==> src/rtl/sobel_stream.sv <==
// Streaming 3x3 Sobel edge detector over raster-order greyscale frames.
// Two line buffers supply the upper rows of the window. A single output
// register carries one result per interior pixel, tagged with its linear
// address. Backpressure on the output stalls the input.
module sobel_stream #(
  parameter int unsigned IMG_W  = 64,
  parameter int unsigned IMG_H  = 64,
  parameter int unsigned PIX_W  = 8,
  parameter int unsigned MODE   = 0,
  parameter int unsigned THRESH = 128,
  localparam int unsigned AW    = $clog2(IMG_W * IMG_H)
) (
  input  logic             clk,
  input  logic             reset,
  input  logic             in_valid,
  output logic             in_ready,
  input  logic [PIX_W-1:0] in_pix,
  output logic             out_valid,
  input  logic             out_ready,
  output logic [PIX_W-1:0] out_pix,
  output logic [AW-1:0]    out_addr,
  output logic             frame_done
);

  localparam int unsigned CW = $clog2(IMG_W);
  localparam int unsigned RW = $clog2(IMG_H);
  localparam int unsigned GW = PIX_W + 3;
  localparam int unsigned MW = PIX_W + 4;
  localparam int unsigned MaxPix = (2 ** PIX_W) - 1;
  localparam logic [AW-1:0] LastAddr = AW'((IMG_H - 2) * IMG_W + IMG_W - 2);

  logic [CW-1:0]    col_q, col_d;
  logic [RW-1:0]    row_q, row_d;
  logic [PIX_W-1:0] win_q [3][3];
  logic [PIX_W-1:0] win_d [3][3];
  logic             out_valid_q, out_valid_d;
  logic [PIX_W-1:0] out_pix_q, out_pix_d;
  logic [AW-1:0]    out_addr_q, out_addr_d;

  logic [PIX_W-1:0] lb0_mem [IMG_W];
  logic [PIX_W-1:0] lb1_mem [IMG_W];
  logic [PIX_W-1:0] lb0_rd, lb1_rd;

  logic             accept;
  logic [GW-1:0]    gx, gy, abs_x, abs_y;
  logic [MW-1:0]    mag;
  logic [PIX_W-1:0] result;

  function automatic logic [GW-1:0] ext(input logic [PIX_W-1:0] p);
    return GW'(p);
  endfunction

  // The single output register must be free (or draining) before a new pixel enters.
  assign in_ready = !out_valid_q || out_ready;
  assign accept   = in_valid && in_ready;
  assign lb0_rd   = lb0_mem[col_q];
  assign lb1_rd   = lb1_mem[col_q];

  // Raster counters and window shift on each accepted pixel.
  always_comb begin
    col_d = col_q;
    row_d = row_q;
    win_d = win_q;
    if (accept) begin
      for (int r = 0; r < 3; r++) begin
        win_d[r][0] = win_q[r][1];
        win_d[r][1] = win_q[r][2];
      end
      win_d[0][2] = lb1_rd;
      win_d[1][2] = lb0_rd;
      win_d[2][2] = in_pix;
      if (col_q == CW'(IMG_W - 1)) begin
        col_d = '0;
        row_d = (row_q == RW'(IMG_H - 1)) ? '0 : row_q + RW'(1);
      end else begin
        col_d = col_q + CW'(1);
      end
    end
  end

  // Gradient and result computed from the window as it will be after this accept.
  always_comb begin
    gx = (ext(win_d[0][2]) + (ext(win_d[1][2]) << 1) + ext(win_d[2][2]))
       - (ext(win_d[0][0]) + (ext(win_d[1][0]) << 1) + ext(win_d[2][0]));
    gy = (ext(win_d[2][0]) + (ext(win_d[2][1]) << 1) + ext(win_d[2][2]))
       - (ext(win_d[0][0]) + (ext(win_d[0][1]) << 1) + ext(win_d[0][2]));
    abs_x = gx[GW-1] ? -gx : gx;
    abs_y = gy[GW-1] ? -gy : gy;
    mag   = MW'(abs_x) + MW'(abs_y);
    if (MODE == 0) begin
      result = (mag > MW'(MaxPix)) ? '1 : mag[PIX_W-1:0];
    end else begin
      result = (32'(mag) >= THRESH) ? '1 : '0;
    end
  end

  // Output register: reloads on an interior accept, otherwise drains on out_ready.
  always_comb begin
    out_valid_d = out_valid_q;
    out_pix_d   = out_pix_q;
    out_addr_d  = out_addr_q;
    if (out_ready) begin
      out_valid_d = 1'b0;
    end
    if (accept && row_q >= RW'(2) && col_q >= CW'(2)) begin
      out_valid_d = 1'b1;
      out_pix_d   = result;
      out_addr_d  = AW'(row_q - RW'(1)) * AW'(IMG_W) + AW'(col_q - CW'(1));
    end
  end

  // State registers with asynchronous reset.
  always_ff @(posedge clk or posedge reset) begin
    if (reset) begin
      col_q       <= '0;
      row_q       <= '0;
      out_valid_q <= 1'b0;
      out_pix_q   <= '0;
      out_addr_q  <= '0;
      for (int r = 0; r < 3; r++) begin
        for (int c = 0; c < 3; c++) begin
          win_q[r][c] <= '0;
        end
      end
    end else begin
      col_q       <= col_d;
      row_q       <= row_d;
      out_valid_q <= out_valid_d;
      out_pix_q   <= out_pix_d;
      out_addr_q  <= out_addr_d;
      win_q       <= win_d;
    end
  end

  // Line buffers: rows 0 and 1 of each frame overwrite stale contents before any output.
  always_ff @(posedge clk) begin
    if (accept) begin
      lb1_mem[col_q] <= lb0_rd;
      lb0_mem[col_q] <= in_pix;
    end
  end

  assign out_valid  = out_valid_q;
  assign out_pix    = out_pix_q;
  assign out_addr   = out_addr_q;
  assign frame_done = out_valid_q && (out_addr_q == LastAddr);

endmodule

==> config.mk <==
export PLATFORM = sky130hd
export DESIGN_NAME = sobel_stream
export DESIGN_NICKNAME = d
export VERILOG_FILES = /design/src/rtl/sobel_stream.sv
export SDC_FILE = /design/constraint.sdc
export NUM_CORES = 2
export LEC_CHECK = 0
export ABC_CLOCK_PERIOD_IN_PS = 9530
export CORE_ASPECT_RATIO = 1.5
export CORE_UTILIZATION = 60
export DETAILED_ROUTE_END_ITERATION = 6
export MAX_ROUTING_LAYER = met4
export PLACE_DENSITY = 0.76
export RECOVER_POWER = 50
export REMOVE_ABC_BUFFERS = 1
export SLEW_MARGIN = 10
export SYNTH_ARGS = -nofsm -noshare
export SYNTH_HDL_FRONTEND = slang
export SYNTH_SLANG_ARGS = --single-unit
==> constraint.sdc <==
create_clock -name clk -period 9.53 [get_ports clk]
set_input_delay 1.906 -clock clk [delete_from_list [all_inputs] [get_ports clk]]
set_output_delay 1.906 -clock clk [all_outputs]
set_load 0.01 [all_outputs]
== Yosys cells after proc, flatten, opt, wreduce, memory -nomap -nowiden ==
Memories as Yosys holds them, arrays and structs flattened.
Index checks and enable logic that the tools add are counted.

* Register bits: 105
* Bits in writable memories: 1024
* Output and inout port bits: 23
* Input bits: 12
* Memories kept: 2
* Logic and storage cells: 58

* Reductions and logical operators: 8
* $lt $le $gt $ge: 3
* Equality and inequality tests: 3
* $add $sub $neg: 18
* Multiplexer cells: 10

{| class="wikitable"
|+ Memory list
! name !! words !! bits a word !! read ports !! clocked after Yosys merged registers in !! write ports !! line !! text
|-
| lb0_mem || 64 || 8 || 1 || 0 || 1 || 40 || <nowiki>logic [PIX_W-1:0] lb0_mem [IMG_W];</nowiki>
|-
| lb1_mem || 64 || 8 || 1 || 0 || 1 || 41 || <nowiki>logic [PIX_W-1:0] lb1_mem [IMG_W];</nowiki>
|}

{| class="wikitable"
|+ Operators by type and width
! operator !! count
|-
| 72-bit two-way mux || 1
|-
| 10-bit by 8-bit adder with 11-bit output || 4
|-
| 8-bit by 9-bit adder with 10-bit output || 4
|-
| 11-bit two-way mux || 2
|-
| 11-bit negator || 2
|-
| 11-bit subtractor || 2
|-
| 11-bit by 11-bit adder with 12-bit output || 1
|-
| 12-bit adder || 1
|-
| 6-bit by 1-bit adder with 6-bit output, second input constant || 2
|-
| 12-bit equality test, second input constant || 1
|-
| 6-bit equality test, second input constant || 2
|-
| 6-bit by 2-bit >= comparator with 1-bit output, second input constant || 2
|-
| 12-bit by 8-bit > comparator with 1-bit output, second input constant || 1
|-
| 6-bit two-way mux || 2
|-
| 8-bit two-way mux || 1
|-
| 6-bit by 1-bit subtractor with 7-bit output, second input constant || 1
|-
| 6-bit by 1-bit subtractor with 6-bit output, second input constant || 1
|-
| 1-bit logical AND || 4
|-
| 1-bit two-way mux || 4
|-
| 2-bit AND reduction || 1
|-
| 2-bit nonzero test || 1
|-
| 1-bit logical NOT || 1
|-
| 1-bit logical OR || 1
|}

== Logic depth before layout (Yosys ltp) ==
* Depth in word-level cells: 12
* Depth in mapped cells: 34
* Gate-level depth less buffers: 28

== Least setup slack after synthesis ==
Ideal clock, no wire load.

* Path kind: input to register
* Start: input port out_ready
* End: register out_pix_q[2], in the netlist out_pix[2]
* Path slack: 0.836 ns
* Cell stages on the path: 24
* Data required time: 9.404 ns
* Arrival time: 8.568 ns
* Path through: nand2b_1 nand2_1 buf_1 clkbuf_1 mux2i_1 inv_1 fa_1 inv_1 fa_1 inv_1 fa_1 ha_1 o211ai_1 o21ai_0 a21boi_0 o31ai_2 mux2_2 fa_1 a21o_1 a221o_1 a31oi_1 nor2b_1 o21ai_1 o32a_1

{| class="wikitable"
|+ RTL lines
! what !! line !! text
|-
| start, declared || 19 || <nowiki>input logic out_ready,</nowiki>
|-
| end signal, assigned || 129 || <nowiki>out_pix_q <= out_pix_d;</nowiki>
|-
| end, declared || 37 || <nowiki>logic [PIX_W-1:0] out_pix_q, out_pix_d;</nowiki>
|}

==> flow_metrics.tcl <==
set metrics [dict create \
    outcome "complete, but fails checks" \
    failed_checks "capacitance limit, slew limit" \
    die_h_um 346 \
    slew_violations 574 \
    core_area_um2 77700 \
    area_growth_pct 11.2 \
    holdWs_ns 0.482 \
    cts_buffer_depth 3 \
    grt_pass1_wl_um 200000 \
    layout-drive-gt1-share_pct 15.9 \
    required_ns 10.07 \
    hp-start "win_q[32]" \
    dr.first_iter.drc_count 3966 \
    hold_violations 0 \
    tightest_slew_ns 4.60 \
    ys_top_cells_by_count "edfxtp_1, nand2_1, nor2_1" \
    grt_pass1_vias 28800 \
    maxCapViolations 9 \
    synth-async-reset-ratio_pct 9.30 \
    yosysMostFrequentCell "edfxtp_1" \
    worstSetupStartpointType "flop" \
    synth_cell_types 80 \
    insertion_delay_ns 0.67 \
    worstSetupPathType "flop to flop" \
    synth-seq-cells 1129 \
    cp.arrival_ns 9.77 \
    cp-end-kind "flop" \
    nNetsFinal 3150 \
    place.gp.congestion 0.999 \
    drc 0 \
    fin_cells 4124 \
    final_util_pct 67.7 \
    numCtsBuffers 96 \
    finClkSkew_ns 0.0250 \
    syn-cell-area_um2 47300 \
    via_per_inst 6.91 \
    wire_per_inst_um 33.9 \
    syn_avg_cell_area_um2 16.4 \
    worstPathMaxFanout 34 \
    r2r-start "col_q[2]" \
    synthFlopType "edfxtp_1" \
    cts_tree "built" \
    cts_sinks 1129 \
    htree_num_levels 3 \
    grt_max_degree 86 \
    antenna_found_initial 6 \
    gr-total-overflow 0 \
    dpl.hpwl_um 89900 \
    period_needed_ns 9.24 \
    grt_usage_pct 36.6 \
    finalSetupViolCount 0 \
    synth_edf_count 1024 \
    rsz0062_at_grt "no" \
    fin_crit_sh_pct 96.9 \
    die_w_um 231 \
    dp.cells 3943 \
    io_buffers 34 \
    ant_nets 0 \
    vias 28500 \
    yosysWarningCount 0 \
    ys_seq_area_share_pct 70.5 \
    fillers 4941 \
    synthesis.instances 2891 \
    hold_path_class "flop to flop" \
    wirelength_um 140000 \
    die_area_um2 80000 \
    start_util_pct 60.9 \
    clkSlewWorstSetupHoldPaths_ns 0.07 \
    relSlewSlack_pct -207 \
    crit_start "col_q[2]" \
    ios 35 \
    clock.fmax_mhz 108 \
    synth_top_cell_by_area "edfxtp_1" \
    root_buffer "clkbuf_16" \
    rows 125 \
    netlist_top_cells_area "edfxtp_1, dfrtp_1, mux4_2" \
    firstDrtPassIters 7 \
    synth_top_area_share_pct 65.0 \
]
-- cells in the final DEF, fill, tap and decap left out, types with 27 or more instances in the layout --
| cell | Yosys | routed |
|---|---|---|
| buf_4 | 25 | 121 |
| a221o_1 | 27 | 27 |
| a221oi_1 | 88 | 88 |
| nand2_1 | 211 | 210 |
| o22ai_1 | 49 | 49 |
| ha_1 | 48 | 48 |
| mux2i_1 | 127 | 127 |
| clkbuf_16 | 0 | 98 |
| fa_1 | 64 | 64 |
| mux4_2 | 88 | 88 |
| nand3_1 | 30 | 30 |
| o21ai_0 | 76 | 76 |
| dfrtp_1 | 105 | 102 |
| clkbuf_1 | 72 | 65 |
| a21oi_1 | 64 | 64 |
| mux2_2 | 89 | 89 |
| nor2_1 | 131 | 129 |
| inv_1 | 103 | 101 |
| xnor2_1 | 35 | 35 |
| a22oi_1 | 64 | 63 |
| edfxtp_1 | 1024 | 1024 |
-- worst paths after layout --
path	endpoint	slack, ns	depth (start not counted)
max	out_pix[6]	0.29	27
min	win_q[32]	0.48	2
max reg2reg	out_pix[6]	0.29	27
min reg2reg	win_q[32]	0.48	2
max in group asynchronous	col_q[0]	2.24	3
min in group asynchronous	out_addr[6]	1.85	2
-- per-stage QoR --
step / worst slack [ns] / cell area, um^2 / TNS [ns]
floorplan: -5.80 / 46500 / -299.68
global placement: 0.609 / 49500 / 0
detailed placement: 0.373 / 49500 / 0
CTS: 0.509 / 52700 / 0
global route: 0.0310 / 52600 / 0
finish: 0.293 / 52600 / 0
-- cells by family (layout without fill, tap and decap cells) --
kind of cell / Yosys count / in the layout / share of synthesized area (%)
buffers and inverters: 276 / 488 / 2.65
and+or+nand+nor: 491 / 491 / 4.69
muxes: 306 / 306 / 9.06
adders and majority gates: 112 / 112 / 3.98
AOI/OAI and AO/OA: 523 / 523 / 8.09
xor gates and xnor gates: 54 / 54 / 0.999
other: 0 / 5 / 0
DFF: 1129 / 1129 / 70.5
-- critical path: stages (launching register included) --
cell       delay (ns)
dfrtp_4          0.65
buf_4            0.36
and3b_1          0.51
a22oi_1          0.34
nand4_1          0.45
o2bb2ai_1        0.32
or4_2            0.71
mux2_2           0.33
fa_1             0.52
inv_1            0.06
fa_1             0.52
inv_1            0.05
fa_1             0.45
ha_1             0.29
a211oi_1         0.35
o21ai_0          0.21
a21boi_0         0.38
o31ai_2          0.13
buf_4            0.18
nor2b_1          0.14
xor2_1           0.19
ha_1             0.30
a21o_1           0.23
a21oi_1          0.26
o21ai_0          0.19
a211oi_1         0.30
o21ai_1          0.23
o32a_1           0.42
-- flip-flops by register name, summed over array words and instances, names as in the netlist --
register / flops
col_q: 6
lb0_mem: 512
lb1_mem: 512
out_addr: 12
out_pix: 8
out_valid: 1
row_q: 6
win_q: 72
-- timing repair --
action,CTS,global route
hold buffers,0,0
gates resized for setup,0,2
setup endpoints to repair,0,8
setup buffers,0,1
-- routing by layer --
| layer | vias to the layer above | share of wire, % | track usage (%) |
|---|---|---|---|
| met1 | 14300 | 32 | 42.1 |
| met4 | 0 | 8.8 | 25.9 |
| met2 | 2077 | 48 | 56.9 |
| met5 | - | 0 | - |
| met3 | 555 | 12 | 8.30 |
| li1 | 11600 | - | - |
-- cell type report --
class,count,area (um^2),share of cell area (%)
flip-flops and latches,1129,33400,63.5
multi-input cells,1486,12700,24.2
clock buffers,115,2530,4.81
repair buffers,209,1600,3.04
well taps,1016,1270,2.42
clock inverters,60,671,1.27
inverters,104,392,0.745
diodes,5,12.5,0.0238
Power is left out: the tool's default activity adds up to more than one toggle a clock period on the data nets, which glitch-free logic cannot reach.
